$ cat config.mk
export PLATFORM = sky130hd
export DESIGN_NAME = instruction_fetch
export DESIGN_NICKNAME = d
export VERILOG_FILES = /design/src/rtl/fetch_pkg.sv /design/src/rtl/if_id_reg.sv /design/src/rtl/instruction_fetch.sv
export SDC_FILE = /design/constraint.sdc
export NUM_CORES = 1
export LEC_CHECK = 0
export BUFFER_PORTS_ARGS = -buffer_cell sky130_fd_sc_hd__buf_4
export CORE_ASPECT_RATIO = 0.8
export CORE_MARGIN = 2
export CORE_UTILIZATION = 40
export DETAILED_ROUTE_END_ITERATION = 7
export PLACE_DENSITY = 0.64
export SYNTH_ARGS = -nofsm -noshare
export SYNTH_HDL_FRONTEND = slang
export SYNTH_HIERARCHICAL = 1
export SYNTH_SLANG_ARGS = --single-unit
export TNS_END_PERCENT = 20
$ cat constraint.sdc
create_clock -name clk -period 6.5 [get_ports clk]
set_clock_uncertainty 0.05 [all_clocks]
set_input_delay 0 -clock clk [delete_from_list [all_inputs] [get_ports clk]]
set_output_delay 0 -clock clk [all_outputs]
set_load 0.01 [all_outputs]
$ cat src/rtl/fetch_pkg.sv
// Shared types and constants for the instruction-fetch slice.
// Latency: n/a (declarations only).
// Backpressure: n/a.
package fetch_pkg;

    // Fetch FSM states; HALT is only reachable when halt support is built in.
    typedef enum logic [1:0] {
        ST_BOOT = 2'd0,
        ST_RUN  = 2'd1,
        ST_HALT = 2'd2
    } fetch_state_t;

    // Instruction word that stops fetching when halt support is built in.
    localparam logic [31:0] HALT_WORD = 32'h0000_0000;

    // PC loaded on reset; must be word aligned.
    localparam logic [31:0] RESET_PC  = 32'h0000_0000;

    // Word-address width of the instruction memory.
    localparam int          IM_AW     = 5;

endpackage

$ cat src/rtl/if_id_reg.sv
// IF/ID pipeline register: captured instruction, its PC and PC+4, plus valid.
// Latency: one cycle from load to outputs.
// Backpressure: none internally; caller holds by leaving load and flush low.
module if_id_reg
(
    input  logic        clk,
    input  logic        rst,
    input  logic        load,
    input  logic        flush,
    input  logic [31:0] inst,
    input  logic [31:0] pc,
    output logic        id_valid,
    output logic [31:0] id_inst,
    output logic [31:0] id_pc,
    output logic [31:0] id_pc4
);

    // Flush wins over load; data is kept on flush since only valid matters.
    always_ff @(posedge clk) begin
        if (rst) begin
            id_valid <= 1'b0;
            id_inst  <= 32'h0000_0000;
            id_pc    <= 32'h0000_0000;
            id_pc4   <= 32'h0000_0004;
        end else if (flush) begin
            id_valid <= 1'b0;
        end else if (load) begin
            id_valid <= 1'b1;
            id_inst  <= inst;
            id_pc    <= pc;
            id_pc4   <= pc + 32'd4;
        end
    end

endmodule

$ cat src/rtl/instruction_fetch.sv
// Instruction fetch: PC, FSM and IM addressing feeding the IF/ID register; halt support via FETCH_HALT_EN.
// Latency: address in cycle n, instruction in IF/ID after edge n+1; redirect costs one bubble.
// Backpressure: valid/ready toward decode; while stalled the PC and addresIM hold.
module instruction_fetch
    import fetch_pkg::*;
(
    input  logic             clk,
    input  logic             rst,
    output logic [IM_AW-1:0] addresIM,
    input  logic [31:0]      inst,
    input  logic             branch_taken,
    input  logic [31:0]      branch_target,
    input  logic             id_ready,
    output logic             id_valid,
    output logic [31:0]      id_inst,
    output logic [31:0]      id_pc,
    output logic [31:0]      id_pc4,
    output logic             halted
);

    fetch_state_t state;
    logic [31:0]  pc;
    logic [31:0]  target_al;
    logic         stall;
    logic         advance;
    logic         halt_hit;
    logic         cap_load;
    logic         cap_flush;

    // IM is read asynchronously straight off the PC; the index wraps at the IM size.
    assign addresIM  = pc[IM_AW+1:2];
    assign target_al = {branch_target[31:2], 2'b00};

    // Redirect beats stall beats advance; only RUN captures.
    assign stall     = id_valid && !id_ready;
    assign advance   = (state == ST_RUN) && !branch_taken && !stall;

`ifdef FETCH_HALT_EN
    logic halted_q;
    assign halt_hit  = advance && (inst == HALT_WORD);
    assign halted    = halted_q;
    // In HALT the last entry drains to decode, then valid drops.
    assign cap_flush = ((state == ST_RUN) && branch_taken) || halt_hit ||
                       ((state == ST_HALT) && id_valid && id_ready);
`else
    assign halt_hit  = 1'b0;
    assign halted    = 1'b0;
    assign cap_flush = (state == ST_RUN) && branch_taken;
`endif

    assign cap_load  = advance && !halt_hit;

    // FSM and PC: BOOT takes one cycle (honouring a redirect), RUN fetches, HALT freezes.
    always_ff @(posedge clk) begin
        if (rst) begin
            state    <= ST_BOOT;
            pc       <= RESET_PC;
`ifdef FETCH_HALT_EN
            halted_q <= 1'b0;
`endif
        end else begin
            case (state)
                ST_BOOT: begin
                    state <= ST_RUN;
                    if (branch_taken) begin
                        pc <= target_al;
                    end
                end
                ST_RUN: begin
                    if (branch_taken) begin
                        pc <= target_al;
                    end else if (halt_hit) begin
                        state    <= ST_HALT;
`ifdef FETCH_HALT_EN
                        halted_q <= 1'b1;
`endif
                    end else if (advance) begin
                        pc <= pc + 32'd4;
                    end
                end
                default: begin
                    state <= state;
                end
            endcase
        end
    end

    if_id_reg u_if_id (
        .clk      (clk),
        .rst      (rst),
        .load     (cap_load),
        .flush    (cap_flush),
        .inst     (inst),
        .pc       (pc),
        .id_valid (id_valid),
        .id_inst  (id_inst),
        .id_pc    (id_pc),
        .id_pc4   (id_pc4)
    );

endmodule

==> run summary <==
Measured along the x axis, the die boundary spans 138 um. The largest voltage drop on the vdd net was 185 uV. The number of synthesis warnings was 6. The floorplan step defined a core boundary enclosing 14100 sq um. Dividing the detail-routed wire length by the instance count gives 16.3 um. The average vias per placed instance works out to 5.45. The cell family contributing the most delay on the critical path is buffers and inverters.

For this run, the top clock speed supported by timing is 343 MHz. Once placement finished, the instance area stood at 6980 sq um. The type of the worst setup path was flop to flop. The finished layout holds 1128 standard cells, fillers aside. The worst setup path is launched from a flop. The flop and latch count out of synthesis works out to 126. The chip height is 111 um. TritonCTS built the clock tree. For the TritonCTS buffer count, the log shows 17.

The slowest stage cell on the critical path was sky130_fd_sc_hd__buf_4. Worst-path maximum fanout: 120. The first detailed-routing pass ran for 5 iterations.

The count of H-tree levels built during CTS was 4; the total leakage power was 3.16 nW. The tools report the required time at the worst-slack endpoint as 6.72 ns. The logs give 0.243 for the global router's overall resource usage and 0.266 for the remaining max-slew budget at the tightest pin. Relative to the synthesized area, the layout overhead comes to 44.9%.

The synthesized netlist occupies a cell area of 5700 sq um. The count of buffers inserted at the top-level ports was 167; the synthesized area per cell was 7.81 sq um. The slew at the pin with the worst max-slew slack is 1.10 ns. On the worst path, the slowest cell contributes a delay of 0.82 ns.

The number of global-route vias before repair was 5751. The most used flip-flop cell after synthesis is sky130_fd_sc_hd__dfxtp_1. The library cell used most frequently in the layout, excluding fill and tap cells, is sky130_fd_sc_hd__nand2_1. The count of pins over their slew limit is 0, and the number of flops mapped to enable cells by yosys is 0. The final cell area excluding filler cells was 8270 sq um.

Data arrives at the worst endpoint at 3.13 ns. Detailed placement ended at an HPWL of 11900 um. Pin placement for this block handled 171 I/O pins. Setup repair after global routing left no endpoint under its margin.

The clock net in this run drives a total of 126 sinks. The proportion of register bits with asynchronous set or reset after synthesis is 0. Setup violations remaining at the end of the flow were counted as 0. Largest net degree at the start of global routing: 121. The ratio of cells with drive above 1 in the final layout was 0.220; the power density relative to cell area was 255 nW/um^2. Prior to clock tree synthesis, the placed netlist has a worst setup slack of 3.66 ns. The logs give 0 for the max-capacitance violation count and 1030 for the count of placed standard cells including taps. Summed over all layers, the routed wires come to 18400 um.

The clock period minus final worst setup slack works out to 2.91 ns. The share of the clock period used by the worst path is 0.448, and the power after layout is 2.11 mW. The register area share after synthesis was 0.442; the setup total negative slack was 0 ns. The residual antenna-violating net count after detailed routing is 0. The critical path contains buffers and inverters numbering 2 combined.

Routability-driven placement finished with a final weighted congestion of 0.905. The area of the die is 15200 sq um. The initial antenna violation count was 0. For this run, design rule violations remaining after detail routing come to 0. Root buffer cell: sky130_fd_sc_hd__clkbuf_16.

The min-delay analysis places its worst path in the category primary input to flop. The clock reaches the later pin of the worst-skew pair after 0.41 ns. The hold violation total from the final report is 0. The initial standard-cell utilization of the core was 0.404. The first global-routing pass estimated 29400 um of wire. The logs give 3.59 ns for the worst-case setup margin in the final layout and 730 for the number of instances in the synthesized netlist. Traced cell by cell, the critical path runs through nor2b_1, nand2_1, inv_1, nor2b_4, buf_4, nand2_1, o21ai_0, nand2_1.

In the final design database the tool counted 1001 nets. The worst setup path is captured at a flop. The distinct cell type count of the synthesized netlist is 52. 0 antenna diodes ended up in the layout. The tools report the buffer depth of the longest clock path as 2.

The total number of placement rows was 39; the number of DRC markers in iteration 0 was 542. The tools report the total overflow reported by the global router as 0. Most frequent cell on the critical path: sky130_fd_sc_hd__nand2_1. The top cell types in the final layout, fill and taps aside, are sky130_fd_sc_hd__nand2_1, sky130_fd_sc_hd__buf_4, sky130_fd_sc_hd__dfxtp_1, sky130_fd_sc_hd__a21oi_1, sky130_fd_sc_hd__dlygate4sd3_1. The flow ran to the end, and the final reports show no timing, DRC or antenna violations. Detailed routing inserted a total of 6145 vias. The clock-pin slew on the worst setup and hold paths was 0.05 ns.
## worst paths after layout
kind,startpoint,cells past startpoint,end,slack [ns]
max,state[0],8,u_if_id/id_pc4[2],3.59
min,branch_taken,3,pc[25],0.03
max reg2reg,state[0],8,u_if_id/id_pc4[2],3.59
min reg2reg,u_if_id/id_pc[16],2,u_if_id/id_pc[16],0.40
## flip-flops by register name, indices dropped and copies added, names as in the netlist
signal and count:
state 1, u_if_id/id_valid 1, u_if_id/id_inst 32, pc 30
u_if_id/id_pc 32, u_if_id/id_pc4 30
## repair_timing
| item | in CTS | in global routing |
|---|---|---|
| setup buffers | 0 | 0 |
| hold buffers | 66 | 0 |
| gates resized for setup | 0 | 0 |
| endpoints found under the hold margin | 61 | 0 |
## cells by family (layout without fill, tap and decap cells)
| group | Yosys count | in the layout | share of synthesized area |
|---|---|---|---|
| other | 1 | 3 | 0.000658 |
| adders and majority gates | 2 | 2 | 0.00439 |
| buffers and inverters | 67 | 279 | 0.0500 |
| and+or+nand+nor | 318 | 318 | 0.266 |
| xor gates and xnor gates | 26 | 26 | 0.0399 |
| AOI/OAI and AO/OA | 190 | 190 | 0.197 |
| DFF | 126 | 126 | 0.442 |
## worst register-to-register path, delay by kind of cell, from the launching register on
kind	cells	cell delay, ns
AOI/OAI and AO/OA	1	0.13
and+or+nand+nor	5	1.03
DFF	1	0.48
buffers and inverters	2	1.08
## metrics by stage
step,hold WS (ns),util
floorplan,0.0510,-
global placement,0.171,0.495
detailed placement,0.179,0.495
CTS,0.000627,0.586
global route,0.0227,0.586
finish,0.0252,0.586
## synthesized netlist by cell type, types with 4 or more instances
library cell	number	area [sq um]
sky130_fd_sc_hd__o21ai_0	37	185
sky130_fd_sc_hd__a211oi_1	12	90.1
sky130_fd_sc_hd__o22ai_1	5	31.3
sky130_fd_sc_hd__dfxtp_1	126	2520
sky130_fd_sc_hd__a31oi_1	18	113
sky130_fd_sc_hd__nand4_1	19	119
sky130_fd_sc_hd__nand2_1	172	646
sky130_fd_sc_hd__a311oi_1	5	43.8
sky130_fd_sc_hd__nor3_1	16	80.1
sky130_fd_sc_hd__buf_1	6	22.5
sky130_fd_sc_hd__inv_1	12	45.0
sky130_fd_sc_hd__xnor2_1	17	149
sky130_fd_sc_hd__o211ai_1	4	30.0
sky130_fd_sc_hd__buf_4	8	60.1
sky130_fd_sc_hd__nand3_1	30	150
sky130_fd_sc_hd__clkbuf_1	38	143
sky130_fd_sc_hd__and4_1	7	61.3
sky130_fd_sc_hd__or4_1	12	90.1
sky130_fd_sc_hd__nor2_1	24	90.1
sky130_fd_sc_hd__nor4_1	8	50.1
sky130_fd_sc_hd__o31ai_1	9	67.6
sky130_fd_sc_hd__or3_1	10	62.6
sky130_fd_sc_hd__and2_1	5	31.3
sky130_fd_sc_hd__a21oi_1	84	420
sky130_fd_sc_hd__xor2_1	9	78.8
## layout make-up
cell class	count	area, sq um
fill	1284	5840
timing repair buffer	235	1930
sequential	126	2520
inverter	12	45.0
tap	184	230
clock inverter	10	161
multi-input combinational	539	2910
clock buffer	22	464
## routing by layer
layer,global-route usage,part of all wire,up-vias
li1,-,-,2998
met1,0.323,0.44,2860
met2,0.382,0.47,273
met3,0.0754,0.090,14
met4,0.0612,0.0071,0
met5,0,0,-
## power by group
| group | switching [mW] | internal, mW |
|---|---|---|
| Clock | 0.337 | 0.661 |
| Sequential | 0.0603 | 0.812 |
| Combinational | 0.118 | 0.124 |
| Total | 0.514 | 1.60 |
Note: power is estimated with default switching activity, not from simulation.
